## src/rtl/dsp_mux_reg_pkg.sv

```systemverilog
// Shared DSP48A1 datapath constants and stage-mode encoding.
package dsp48a1_pkg;

    localparam int A_W = 18;
    localparam int B_W = 18;
    localparam int D_W = 18;
    localparam int C_W = 48;
    localparam int M_W = 36;
    localparam int P_W = 48;

    typedef enum logic {
        BYPASS = 1'b0,
        PIPE   = 1'b1
    } reg_mode_t;

endpackage

```

## src/rtl/dsp_mux_reg_if.sv

```systemverilog
// Operand bundle for one DSP48A1 pipeline point.
// DSP_MUX_REG_PARITY_EN adds the PAR signal.
interface dsp_mux_reg_if #(
    parameter int WIDTH = 18
);
    logic             En;
    logic [WIDTH-1:0] D;
    logic [WIDTH-1:0] X;
    logic [WIDTH-1:0] OUT;
`ifdef DSP_MUX_REG_PARITY_EN
    logic             PAR;

    modport master (output En, D, X, input OUT, PAR);
    modport slave  (input En, D, X, output OUT, PAR);
`else
    modport master (output En, D, X, input OUT);
    modport slave  (input En, D, X, output OUT);
`endif
endinterface

```

## src/rtl/dsp_en_ff.sv

```systemverilog
// WIDTH-bit register with clock enable and async active-low clear.
module dsp_en_ff #(
    parameter int WIDTH = 18
) (
    input  logic             clk,
    input  logic             rst_n,
    input  logic             en,
    input  logic [WIDTH-1:0] d,
    output logic [WIDTH-1:0] q
);

    always_ff @(posedge clk or negedge rst_n) begin
        if (!rst_n) begin
            q <= '0;
        end else if (en) begin
            q <= d;
        end
    end

endmodule

```

## src/rtl/dsp_mux_reg.sv

```systemverilog
// Configurable DSP48A1 pipeline point: registered (REG=1) or bypass (REG=0).
// DSP_MUX_REG_PARITY_EN adds PAR = ^OUT.
module dsp_mux_reg
    import dsp48a1_pkg::*;
#(
    parameter int WIDTH = 18,
    parameter int REG   = 1
) (
    input  logic         clk,
    input  logic         rst,
    dsp_mux_reg_if.slave bus
);

    generate
        if (REG == int'(PIPE)) begin : g_pipe
            logic [WIDTH-1:0] q;
            logic             unused_x;

            assign unused_x = ^bus.X;

            dsp_en_ff #(
                .WIDTH(WIDTH)
            ) u_ff (
                .clk  (clk),
                .rst_n(rst),
                .en   (bus.En),
                .d    (bus.D),
                .q    (q)
            );

            assign bus.OUT = q;
        end else if (REG == int'(BYPASS)) begin : g_bypass
            // Pure wire path: clock, reset and capture inputs are dead here.
            logic unused_in;

            assign unused_in = ^{clk, rst, bus.En, bus.D};
            assign bus.OUT   = bus.X;
        end else begin : g_bad
            $error("dsp_mux_reg: REG must be 0 or 1");
        end
    endgenerate

`ifdef DSP_MUX_REG_PARITY_EN
    assign bus.PAR = ^bus.OUT;
`endif

endmodule

```

## src/flat_wrapper.sv

```systemverilog
// flat-port wrapper written by rule: the top's interface ports become plain ports
module dsp_mux_reg_flat import dsp48a1_pkg::*;
#(
    parameter int WIDTH = 18,
    parameter int REG   = 1
)
  (clk, rst, bus_En, bus_D, bus_X, bus_OUT);
  dsp_mux_reg_if #(.WIDTH(WIDTH)) bus_i ();
  input  logic clk;
  input  logic rst;
  input wire logic [$bits(bus_i.En)-1:0] bus_En;
  input wire logic [$bits(bus_i.D)-1:0] bus_D;
  input wire logic [$bits(bus_i.X)-1:0] bus_X;
  output wire logic [$bits(bus_i.OUT)-1:0] bus_OUT;
  assign bus_i.En = bus_En;
  assign bus_i.D = bus_D;
  assign bus_i.X = bus_X;
  assign bus_OUT = bus_i.OUT;
  dsp_mux_reg #(.WIDTH(WIDTH), .REG(REG)) u_core (.clk(clk), .rst(rst), .bus(bus_i));
endmodule
```

## config.mk

```make
export PLATFORM = sky130hd
export DESIGN_NAME = dsp_mux_reg_flat
export DESIGN_NICKNAME = d
export VERILOG_FILES = /design/src/rtl/dsp_mux_reg_pkg.sv /design/src/rtl/dsp_mux_reg_if.sv /design/src/rtl/dsp_en_ff.sv /design/src/rtl/dsp_mux_reg.sv /design/src/flat_wrapper.sv
export SDC_FILE = /design/constraint.sdc
export NUM_CORES = 1
export LEC_CHECK = 0
export ABC_AREA = 1
export CAP_MARGIN = 20
export CORE_MARGIN = 2
export CORE_UTILIZATION = 35
export CTS_BUF_LIST = sky130_fd_sc_hd__clkbuf_4
export DETAILED_ROUTE_END_ITERATION = 8
export HOLD_SLACK_MARGIN = 0.03
export PLACE_DENSITY = 0.84
export SLEW_MARGIN = 10
export SYNTH_ARGS = -nofsm -noshare
export SYNTH_HDL_FRONTEND = slang
export SYNTH_SLANG_ARGS = --single-unit
export TNS_END_PERCENT = 20
```

## constraint.sdc

```tcl
create_clock -name clk -period 1.45 [get_ports clk]
set_input_delay 0.145 -clock clk [delete_from_list [all_inputs] [get_ports clk]]
set_output_delay 0.145 -clock clk [all_outputs]
set_load 0.05 [all_outputs]
```

### Word level (Yosys, flattened, before mapping)

Index checks and enable logic that the tools add are counted.

| word-level totals | value |
|---|---|
| register bits after elaboration | 18 |
| bits of input ports | 39 |
| logic and storage cells | 1 |

### Longest topological paths before layout

| logic depth | value |
|---|---|
| word-level depth | 0 |
| depth in mapped cells | 5 |
| depth with buffers taken out | 3 |

### Worst setup path after synthesis

OpenSTA, ideal clock, no wires.

| path | value |
|---|---|
| kind | register to register |
| from | reg, netlist name u_core.g_pipe.u_ff.q[11] |
| to | reg u_core.g_pipe.u_ff.q[11] |
| arrival | 0.718 ns |
| data required time | 1.331 ns |
| setup slack | 0.613 ns |
| stages on the path, launching flop included | 3 |
| path buffers | 0 |
| clock period less this slack | 0.837 ns |
| cell sequence | dfrtp_1 nand2_2 nand2_1 |

RTL lines:

| element | line | RTL |
|---|---|---|
| end signal: assignment | dsp_en_ff.sv:14 | `q <= '0;` |
| end signal: assignment | dsp_en_ff.sv:16 | `q <= d;` |
| end: declaration | dsp_en_ff.sv:9 | `output logic [WIDTH-1:0] q` |

### Worst setup path after layout

| path | value |
|---|---|
| from | reg u_core.g_pipe.u_ff.q[6] |
| to | out bus_OUT[6] |

RTL lines:

| element | line | RTL |
|---|---|---|
| end: declaration | flat_wrapper.sv:14 | `output wire logic [$bits(bus_i.OUT)-1:0] bus_OUT;` |

No word-level cell between the ends.

==> impl_metrics.ini <==
[cts]
cts_tree = built
ctsHtreeMaxLevel = 1
numCtsBuffers = 3
clockBufferDepth = 2
clockRootBuffer = clkbuf_4
clock_sinks = 18
post_cts_resized = 0
cts_setup_buffers = 0
clk_pin_slew_worst_paths_ns = 0.10
cts_hold_buf = 0
clk_latency_ns = 0.27

[grt]
grt_max_degree = 19
grt_pass1_vias = 560
track_usage = 0.1255
grt.overflow.total = 0
grt_pass1_wl_mm = 2.387
antenna_found_initial = 0

[logic_synthesis]
synth.distinct_cells = 7
yosys_warnings = 0
syn_area_sq_um = 710.7
yosysSeqAreaShare = 0.6338
syn-num-nets = 115
synth_cells = 76
synth_area_per_cell_sq_um = 9.351
ys_ff_latch = 18

[finish]
area.growth.synth_to_final_pct = 54.05
drive_above_1_share = 0.2542
nets = 158
layout_common_cells = 49 x nand2_1, 21 x buf_4, 20 x clkdlybuf4s50_1
fin_util = 0.5638
reg_top3 = u_core.g_pipe.u_ff.q (18)
n_antenna_cell = 0
top_register = u_core.g_pipe.u_ff.q
mostFrequentLayoutCell = nand2_1
largest_reg_flops = 18

[status]
status = complete, no violations

[worst_setup_path]
cp_data_required_time_ns = 1.31
cpPeakStageDelay_ns = 0.41
cp_cell_sequence = buf_4
critical_path_class = flop to output pin
worstPathMaxFanout = 2
arrival_ns = 0.88
cp_top_family = flip-flops
endpoint_kind = output pin
cp_slowest_cell = dfrtp_1
crit_buf_inv = 1
start_kind = flop

[timing]
hold_ws_ns = 0.1778
fin_ws_ns = 0.4251
fin_crit_ns = 1.025
finClkSkew_ns = 0
finalCritPeriodShare = 0.7069
setup_tns_ns = 0
maxSlewViolCount = 0
relSlewSlack = 0.7402
rsz0062_at_grt = false
max_freq_mhz = 975.7
timing.final.hold_violations = 0
worst_slew_pin_slew_ns = 0.3884
setup_viol = 0

[routing]
remaining_drc_errors = 0
drtAntennaViolNets = 0
routed-via-count = 587
dr.first_iter.drc_count = 9
vias_per_cell = 4.048
route.final.wire_length_mm = 1.409
drt-pass1-iter-count = 3
wl_per_cell_um = 9.717

[placement]
portBuffers = 38
pre_cts_slack_ns = 0.1861
gp_congestion = 0.6154
post-dp-hpwl_mm = 1.097

[power]
p_leak_nw = 0.5807
ir_drop_mv = 0.5163
power_mw = 1.174
power.density_nw_per_um2 = 1073

[job]
maxCapViolCount = 0

[floorplan]
core_area_sq_um = 1942
fp.dieArea_sq_um = 2407
initial_core_util = 0.3660
die_h_um = 49.06
rows = 16
die_w_um = 49.06
boundaryPins = 57

[worst_hold_path]
min_path_type = primary input to async pin
==> area by class of cell <==
class	instances	area, sq um
flip-flops and latches	18	450.4
inverters	1	11.26
clock inverters	1	3.754
multi-input cells	54	215.2
fillers	192	847.1
repair buffers	41	357.8
well taps	27	33.78
clock buffers	3	22.52
==> final timing paths <==
path | from | cells past startpoint | endpoint | slack (ns)
min in group clk | bus_D[13] | 3 | u_core.g_pipe.u_ff.q[13] | 0.39
max | u_core.g_pipe.u_ff.q[6] | 1 | bus_OUT[6] | 0.43
min | rst | 2 | u_core.g_pipe.u_ff.q[1] | 0.18
min reg2reg | u_core.g_pipe.u_ff.q[3] | 2 | u_core.g_pipe.u_ff.q[3] | 0.48
max in group asynchronous | rst | 2 | u_core.g_pipe.u_ff.q[4] | 1.08
max reg2reg | u_core.g_pipe.u_ff.q[6] | 2 | u_core.g_pipe.u_ff.q[6] | 0.83
==> power breakdown <==
group          internal (mW)  switching, mW  leakage (nW)
clock network         0.0996          0.137        0.0154
logic                  0.131          0.235         0.346
registers              0.546         0.0261         0.219
==> metrics by stage <==
stage / cell area [sq um] / std cells
after detailed placement: 1069 / 141
after CTS: 1095 / 145
after global routing: 1095 / 145
after floorplan: 710.7 / 76
after global placement: 1069 / 141
final: 1095 / 145
==> synth_stat cells <==
| master | count | share of area |
|---|---|---|
| dfrtp_1 | 18 | 0.63 |
| inv_8 | 1 | 0.016 |
| buf_8 | 1 | 0.021 |
| buf_6 | 1 | 0.016 |
| nand2_2 | 5 | 0.044 |
| nand2_1 | 49 | 0.26 |
| buf_4 | 1 | 0.011 |
==> metal layers <==
layer	vias to the layer above	track usage	share of wire
met4	0	0.02857	0
met5	-	0	0
li1	311	-	-
met1	250	0.1680	0.44
met3	0	0.03374	0.077
met2	26	0.2027	0.48
==> logic make-up after synthesis <==
kind of cell | Yosys count | synth area share
buffers and inverters | 4 | 0.06338
DFF | 18 | 0.6338
and+or+nand+nor | 54 | 0.3028
(Power assumes the default switching activity.)
